--- config.mk ---
export PLATFORM = sky130hd
export DESIGN_NAME = decode_ctrl_stage
export DESIGN_NICKNAME = d
export VERILOG_FILES = /design/src/rtl/decode_ctrl_stage.sv
export SDC_FILE = /design/constraint.sdc
export NUM_CORES = 1
export LEC_CHECK = 0
export CELL_PAD_IN_SITES_DETAIL_PLACEMENT = 1
export CELL_PAD_IN_SITES_GLOBAL_PLACEMENT = 1
export CORE_ASPECT_RATIO = 1.25
export CORE_MARGIN = 1
export CORE_UTILIZATION = 30
export DETAILED_ROUTE_END_ITERATION = 8
export GPL_TIMING_DRIVEN = 0
export HOLD_SLACK_MARGIN = 0.08
export PLACE_DENSITY_LB_ADDON = 0.12
export SLEW_MARGIN = 0
export SYNTH_ARGS = -nofsm -noshare
export SYNTH_HDL_FRONTEND = slang
export SYNTH_SLANG_ARGS = --single-unit
--- constraint.sdc ---
create_clock -name clk_i -period 3.16 [get_ports clk_i]
set_clock_uncertainty 0.15 [all_clocks]
set_input_delay 0.474 -clock clk_i [delete_from_list [all_inputs] [get_ports clk_i]]
set_output_delay 0.474 -clock clk_i [all_outputs]
set_load 0.005 [all_outputs]
--- src/rtl/decode_ctrl_stage.sv ---
// Purpose : RV32 decode stage; decodes instr_i into a control bundle held in the ID/EX register,
//           with a load-use hazard detector that inserts LU_STALL bubbles and a flush input.
// Latency : 1 cycle from handshake (in_valid_i & in_ready_o) to out_valid_o.
// Backpr. : while out_valid_o=1 and out_ready_i=0 all outputs hold and in_ready_o=0.
// Ports   : clk_i/rst_i (sync, active-high); in_valid_i/instr_i/in_ready_o upstream handshake;
//           flush_i kills the held bundle; out_ready_i/out_valid_o downstream handshake;
//           branch_o..jump_o, aluop_o, writeback_o control bits; rs1_o/rs2_o/rd_o indices;
//           illegal_o illegal-instruction flag.
// Macro   : DECODE_ILLEGAL_TRAP_EN - illegal encodings become bubbles and set a sticky
//           illegal_o that blocks intake until rst_i/flush_i. Undefined: they decode as I-ALU.
module decode_ctrl_stage #(
  parameter int INSTR_W    = 32,
  parameter int REG_ADDR_W = 5,
  parameter int ALUOP_W    = 2,
  parameter int LU_STALL   = 1
) (
  input  logic                  clk_i,
  input  logic                  rst_i,
  input  logic                  in_valid_i,
  input  logic [INSTR_W-1:0]    instr_i,
  output logic                  in_ready_o,
  input  logic                  flush_i,
  input  logic                  out_ready_i,
  output logic                  out_valid_o,
  output logic                  branch_o,
  output logic                  alusrc_o,
  output logic                  regwrite_o,
  output logic                  memread_o,
  output logic                  memwrite_o,
  output logic                  jump_o,
  output logic [ALUOP_W-1:0]    aluop_o,
  output logic [1:0]            writeback_o,
  output logic [REG_ADDR_W-1:0] rs1_o,
  output logic [REG_ADDR_W-1:0] rs2_o,
  output logic [REG_ADDR_W-1:0] rd_o,
  output logic                  illegal_o
);

  typedef struct packed {
    logic               branch;
    logic               alusrc;
    logic               regwrite;
    logic               memread;
    logic               memwrite;
    logic               jump;
    logic [ALUOP_W-1:0] aluop;
    logic [1:0]         writeback;
  } ctrl_t;

  typedef enum logic {RUN, STALL} state_t;

  // Counter holds the number of bubbles still owed after the one being loaded now.
  localparam logic [1:0] STALL_INIT = 2'(LU_STALL - 1);

  // ---------------------------------------------------------------------------
  // Combinational decode
  // ---------------------------------------------------------------------------
  logic [6:0]            opcode;
  logic [2:0]            funct3;
  logic [REG_ADDR_W-1:0] dec_rd, dec_rs1, dec_rs2;
  logic                  is_r, is_ialu, is_lw, is_sw, is_br, is_jal, is_jalr;
  logic                  dec_illegal, alu_like, use_rs1, use_rs2;
  ctrl_t                 dec_ctrl;
  logic                  unused_funct7;

  assign opcode        = instr_i[6:0];
  assign funct3        = instr_i[14:12];
  assign dec_rd        = instr_i[7 +: REG_ADDR_W];
  assign dec_rs1       = instr_i[15 +: REG_ADDR_W];
  assign dec_rs2       = instr_i[20 +: REG_ADDR_W];
  assign unused_funct7 = ^instr_i[INSTR_W-1:25];

  assign is_r    = (opcode == 7'b0110011);
  assign is_ialu = (opcode == 7'b0010011) && (funct3 inside {3'b000, 3'b010, 3'b100, 3'b110, 3'b111});
  assign is_lw   = (opcode == 7'b0000011) && (funct3 == 3'b010);
  assign is_sw   = (opcode == 7'b0100011);
  assign is_br   = (opcode == 7'b1100011);
  assign is_jal  = (opcode == 7'b1101111);
  assign is_jalr = (opcode == 7'b1100111) && (funct3 == 3'b000);
  assign dec_illegal = ~(is_r | is_ialu | is_lw | is_sw | is_br | is_jal | is_jalr);

`ifdef DECODE_ILLEGAL_TRAP_EN
  assign alu_like = is_ialu;
`else
  // Without the trap, an illegal encoding is treated exactly like an I-ALU op.
  assign alu_like = is_ialu | dec_illegal;
`endif

  assign use_rs1 = is_r | alu_like | is_lw | is_sw | is_br | is_jalr;
  assign use_rs2 = is_r | is_sw | is_br;

  always_comb begin
    dec_ctrl = '0;
    if (is_r) begin
      dec_ctrl.regwrite = 1'b1;
      dec_ctrl.aluop    = ALUOP_W'(2'b10);
    end
    if (alu_like) begin
      dec_ctrl.alusrc   = 1'b1;
      dec_ctrl.regwrite = 1'b1;
      dec_ctrl.aluop    = ALUOP_W'(2'b11);
    end
    if (is_lw) begin
      dec_ctrl.alusrc    = 1'b1;
      dec_ctrl.regwrite  = 1'b1;
      dec_ctrl.memread   = 1'b1;
      dec_ctrl.writeback = 2'b01;
    end
    if (is_sw) begin
      dec_ctrl.alusrc   = 1'b1;
      dec_ctrl.memwrite = 1'b1;
    end
    if (is_br) begin
      dec_ctrl.branch = 1'b1;
      dec_ctrl.aluop  = ALUOP_W'(2'b01);
    end
    if (is_jal || is_jalr) begin
      dec_ctrl.jump      = 1'b1;
      dec_ctrl.regwrite  = 1'b1;
      dec_ctrl.writeback = 2'b10;
      dec_ctrl.alusrc    = is_jalr;
    end
  end

  // ---------------------------------------------------------------------------
  // Held bundle, hazard and handshake
  // ---------------------------------------------------------------------------
  state_t                state_q, state_d;
  logic [1:0]            cnt_q, cnt_d;
  logic                  out_valid_q;
  ctrl_t                 ctrl_q;
  logic [REG_ADDR_W-1:0] rd_q, rs1_q, rs2_q;
  logic                  adv, hazard, handshake, trap_block, trap_reject, take_instr;

  assign adv = out_ready_i | ~out_valid_q;

  assign hazard = out_valid_q & ctrl_q.memread & (rd_q != '0) & in_valid_i &
                  ((use_rs1 & (dec_rs1 == rd_q)) | (use_rs2 & (dec_rs2 == rd_q)));

`ifdef DECODE_ILLEGAL_TRAP_EN
  logic illegal_q;
  assign trap_block  = illegal_q;
  assign trap_reject = dec_illegal;
  assign illegal_o   = illegal_q;

  always_ff @(posedge clk_i) begin
    if (rst_i || flush_i) begin
      illegal_q <= 1'b0;
    end else if (handshake && dec_illegal) begin
      illegal_q <= 1'b1;
    end
  end
`else
  assign trap_block  = 1'b0;
  assign trap_reject = 1'b0;
  assign illegal_o   = 1'b0;
`endif

  // FSM: state register
  always_ff @(posedge clk_i) begin
    if (rst_i) begin
      state_q <= RUN;
      cnt_q   <= 2'd0;
    end else begin
      state_q <= state_d;
      cnt_q   <= cnt_d;
    end
  end

  // FSM: next state. A stall leaves on the adv cycle that loads the last owed
  // bubble, so exactly LU_STALL bubbles reach execute per hazard.
  always_comb begin
    state_d = state_q;
    cnt_d   = cnt_q;
    if (flush_i) begin
      state_d = RUN;
      cnt_d   = 2'd0;
    end else if (adv) begin
      case (state_q)
        RUN: begin
          if (hazard) begin
            cnt_d   = STALL_INIT;
            state_d = (STALL_INIT != 2'd0) ? STALL : RUN;
          end
        end
        STALL: begin
          cnt_d = (cnt_q != 2'd0) ? 2'(cnt_q - 2'd1) : 2'd0;
          if (cnt_q <= 2'd1) begin
            state_d = RUN;
          end
        end
        default: state_d = RUN;
      endcase
    end
  end

  // FSM: outputs. Flush always accepts (and drops) the offered instruction.
  always_comb begin
    in_ready_o = 1'b0;
    if (!rst_i) begin
      if (flush_i) begin
        in_ready_o = 1'b1;
      end else begin
        in_ready_o = adv && (state_q == RUN) && !hazard && !trap_block;
      end
    end
  end

  assign handshake  = in_valid_i & in_ready_o;
  assign take_instr = handshake & ~trap_reject;

  // ID/EX register: anything other than an accepted legal instruction loads an all-zero bubble.
  always_ff @(posedge clk_i) begin
    if (rst_i || flush_i) begin
      out_valid_q <= 1'b0;
      ctrl_q      <= '0;
      rd_q        <= '0;
      rs1_q       <= '0;
      rs2_q       <= '0;
    end else if (adv) begin
      if (take_instr) begin
        out_valid_q <= 1'b1;
        ctrl_q      <= dec_ctrl;
        rd_q        <= dec_rd;
        rs1_q       <= dec_rs1;
        rs2_q       <= dec_rs2;
      end else begin
        out_valid_q <= 1'b0;
        ctrl_q      <= '0;
        rd_q        <= '0;
        rs1_q       <= '0;
        rs2_q       <= '0;
      end
    end
  end

  assign out_valid_o = out_valid_q;
  assign branch_o    = ctrl_q.branch;
  assign alusrc_o    = ctrl_q.alusrc;
  assign regwrite_o  = ctrl_q.regwrite;
  assign memread_o   = ctrl_q.memread;
  assign memwrite_o  = ctrl_q.memwrite;
  assign jump_o      = ctrl_q.jump;
  assign aluop_o     = ctrl_q.aluop;
  assign writeback_o = ctrl_q.writeback;
  assign rd_o        = rd_q;
  assign rs1_o       = rs1_q;
  assign rs2_o       = rs2_q;

endmodule
==> summary.md <==
| Metric | Value |
|---|---|
| Status | finished clean |
| Port buffer count | 56 |
| # DRC | 0 |
| Critical path arrival | 2.40 ns |
| Cell family with most CP delay | buffers and inverters |
| DIE WIDTH | 61.9 µm |
| Sw power | 0.163 mW |
| Mean Syn Cell Area | 8.51 µm² |
| Final Cell Area | 0.00206 mm² |
| Final critical-path required period | 3.02 ns |
| Drt initial violations | 36 |
| Crit start category | input port |
| Final setup viols | 0 |
| Sink Count | 28 |
| Worst skew pair latency | 0.27 ns |
| Ys Warns | 0 |
| CTS tree | done |
| Die area | 0.00476 mm² |
| Nets | 258 |
| Seq/Total Area, Yosys | 0.417 |
| Final wirelength | 3940 µm |
| Via Count | 1303 |
| Area grow syn2layout | 53.5% |
| Worst slew pin tran | 0.711 ns |
| Avg Vias per Cell | 4.72 |
| Max transition margin | 0.522 |
| Critical path's slowest cell | clkdlybuf4s50_1 |
| DR WL/cell | 14.3 µm |
| Synth top area share | 0.417 |
| Clock power frac | 0.317 |
| Post-synth net total | 195 |
| Setup TNS | 0 ns |
| Comb pwr share | 0.159 |
| Clk root buf | clkbuf_8 |
| Final Max Slew Viols | 0 |
| Worst-path clk slew | 0.10 ns |
| Final hold vios | 0 |
| Initial antenna violation count | 0 |
| Fmax | 331 MHz |
| Final ANT Viol Nets | 0 |
| Leakage | 0.832 nW |
| Synthesized flop and latch total | 28 |
| Post-synth top area cell | dfxtp_1 |
| Final core occ | 0.492 |
| GRT overflow | 0 |
| WP buf/inv | 2 |
| Buffer depth of the longest clock path | 2 |
| Max VDD drop | 0.000143 V |
| Final period utilization | 0.957 |
| Total track usage | 0.179 |
| Critical path type | input port to output pin |
| Worst-path maximum fanout | 6 |
| Mapped Cells | 158 |
| WP data required | 2.54 ns |
| Cell Area, Placed | 0.00198 mm² |
| Cell Area, Synth | 0.00135 mm² |
| Placer Congestion | 0.783 |
| Total power | 0.700 mW |
| Vias in the first global route | 1334 |
| Cells along the critical path | clkdlybuf4s50_1, a2111oi_4, nand4_1, a31oi_1, nor2_1, clkdlybuf4s50_1 |
| Share of layout cells above drive strength 1 | 0.159 |
| Hold Path Class | register to register |
| Synth top area cells | dfxtp_1 (42%), o21ai_2 (13%), nand2_1 (8.1%) |
| Sequential power share | 0.525 |
| Initial Util | 0.321 |
| Unrepaired setup endpoints after global routing | false |
| Max_cap viols | 0 |
| Fill count | 496 |
| Num ports | 65 |
| Die H | 76.9 µm |
| 1st-pass router iterations | 4 |
| Hpwl dp | 3180 µm |
| Sw Share | 0.233 |
| Yosys cell types | 32 |
| Hold_buf cts | 0 |
| Largest net degree at the start of global routing | 16 |
| Endpoint class of the critical path | output pin |
| Pwr Density | 339 mW/mm² |
| Crit path largest cell delay | 0.56 ns |
| First-pass GRT wire length | 6380 µm |
| P_int | 0.537 mW |
| H-tree depth | 1 |
| Most used cell, CP | clkdlybuf4s50_1 |
| Core Footprint | 0.00420 mm² |
| Rows | 26 |
| CTS buffer count | 3 |
| N_diodes | 0 |
-- cells in the mapped netlist --
cell,instances
nor3_1,5
buf_4,2
nor3_2,1
conb_1,1
a21oi_1,3
o31ai_1,1
buf_6,2
nor2_1,7
nor4bb_1,1
nand3_1,3
o21ai_0,1
a21boi_1,1
and3b_1,1
nand2b_1,2
and3_1,3
dfxtp_1,28
a31oi_1,4
o21ai_1,3
xor2_1,10
nand3_2,1
o2111ai_1,1
inv_1,17
and2b_1,1
a41oi_2,1
nor4_1,1
a2111oi_2,1
xnor2_1,1
nand4_1,3
a22oi_1,1
o21ai_2,20
nand2_1,29
clkbuf_1,2
-- tightest hold or removal path: stages (launching register included) --
cell	delay, ns
dfxtp_1	0.32
nand2_1	0.05
o31ai_1	0.05
-- metrics by stage --
step	hold WS [ns]	worst slack, ns	std cells
after CTS	0.313	0.0123	274
after floorplan	0.271	1.23	158
after detailed placement	0.292	0.0246	270
after global routing	0.328	0.0281	276
final	0.310	0.136	276
after global placement	0.279	0.0509	270
-- timing repair --
action / CTS / global route
hold endpoints to repair: 0 / 0
endpoints found under the setup margin: 0 / 1
setup buffers: 0 / 2
gates resized for setup: 0 / 4
-- power by group through the flow --
stage | combinational, mW | sequential (mW) | clock, mW
floorplan | 0.0379 | 0.375 | 0
global placement | 0.108 | 0.375 | 0
detailed placement | 0.111 | 0.376 | 0
CTS | 0.111 | 0.367 | 0.227
global route | 0.121 | 0.368 | 0.247
finish | 0.111 | 0.367 | 0.222
-- cells in the final DEF (no fill, tap or decap) --
cell,instances
inv_1,17
nand2_1,29
dlymetal6s2s_1,2
a21boi_1,1
o21ai_0,1
o2111ai_1,1
nor3_2,1
a41oi_2,1
a2111oi_4,1
nor4_1,1
nand2b_1,2
clkbuf_1,2
and2b_2,1
clkbuf_8,4
a22oi_1,1
nand4_1,3
clkdlybuf4s50_1,54
a31oi_1,4
o31ai_1,1
a21oi_1,3
o21ai_1,3
nor2_1,7
and3b_1,1
o21ai_2,20
and3_1,3
xnor2_1,1
nand3_2,1
conb_1,1
nand3_1,3
xor2_1,10
buf_4,4
buf_6,2
nor4bb_1,1
dfxtp_1,28
nor3_1,5
-- logic make-up after synthesis --
| group | after synthesis | synth area share |
|---|---|---|
| AND/OR/NAND/NOR | 58 | 0.207 |
| AO/OA/AOI/OAI | 37 | 0.221 |
| flip-flops | 28 | 0.417 |
| buffers and inverters | 23 | 0.0809 |
| XOR/XNOR | 11 | 0.0716 |
| other | 1 | 0.00279 |
-- path summary, 6_finish.rpt --
kind,start,end,slack [ns],cells after the start
worst max-delay path,instr_i[3],in_ready_o,0.14,6
worst min-delay path,memwrite_o$_SDFFE_PP0N_,memwrite_o$_SDFFE_PP0N_,0.31,2
worst max register to register,rd_o[4]$_SDFFE_PP0N_,regwrite_o$_SDFFE_PP0N_,1.25,7
worst min register to register,memwrite_o$_SDFFE_PP0N_,memwrite_o$_SDFFE_PP0N_,0.31,2
-- sequential cells by signal, indices dropped and copies added (netlist names) --
name,count
rd_o,5
rs1_o,5
rs2_o,5
aluop_o,2
cnt_q,2
alusrc_o,1
branch_o,1
jump_o,1
memread_o,1
memwrite_o,1
out_valid_o,1
regwrite_o,1
state_q,1
writeback_o,1
-- metal layers --
layer / vias up / track usage / wire length (µm)
li1: 650 / - / -
met1: 616 / 0.205 / 1570
met2: 35 / 0.325 / 2170
met3: 2 / 0.0287 / 167
met4: 0 / 0.0511 / 31
met5: - / 0 / 0
-- area by class of cell --
| type | instances | area [µm²] | area share |
|---|---|---|---|
| Inverter | 17 | 63.8 | 0.0309 |
| Timing Repair Buffer | 58 | 581 | 0.281 |
| Tap cell | 56 | 70.1 | 0.0339 |
| Multi-Input combinational cell | 107 | 689 | 0.334 |
| Clock buffer | 4 | 55.1 | 0.0267 |
| Sequential cell | 28 | 561 | 0.272 |
| Buffer | 6 | 45.0 | 0.0218 |
Note: power is estimated with default switching activity, not from simulation.
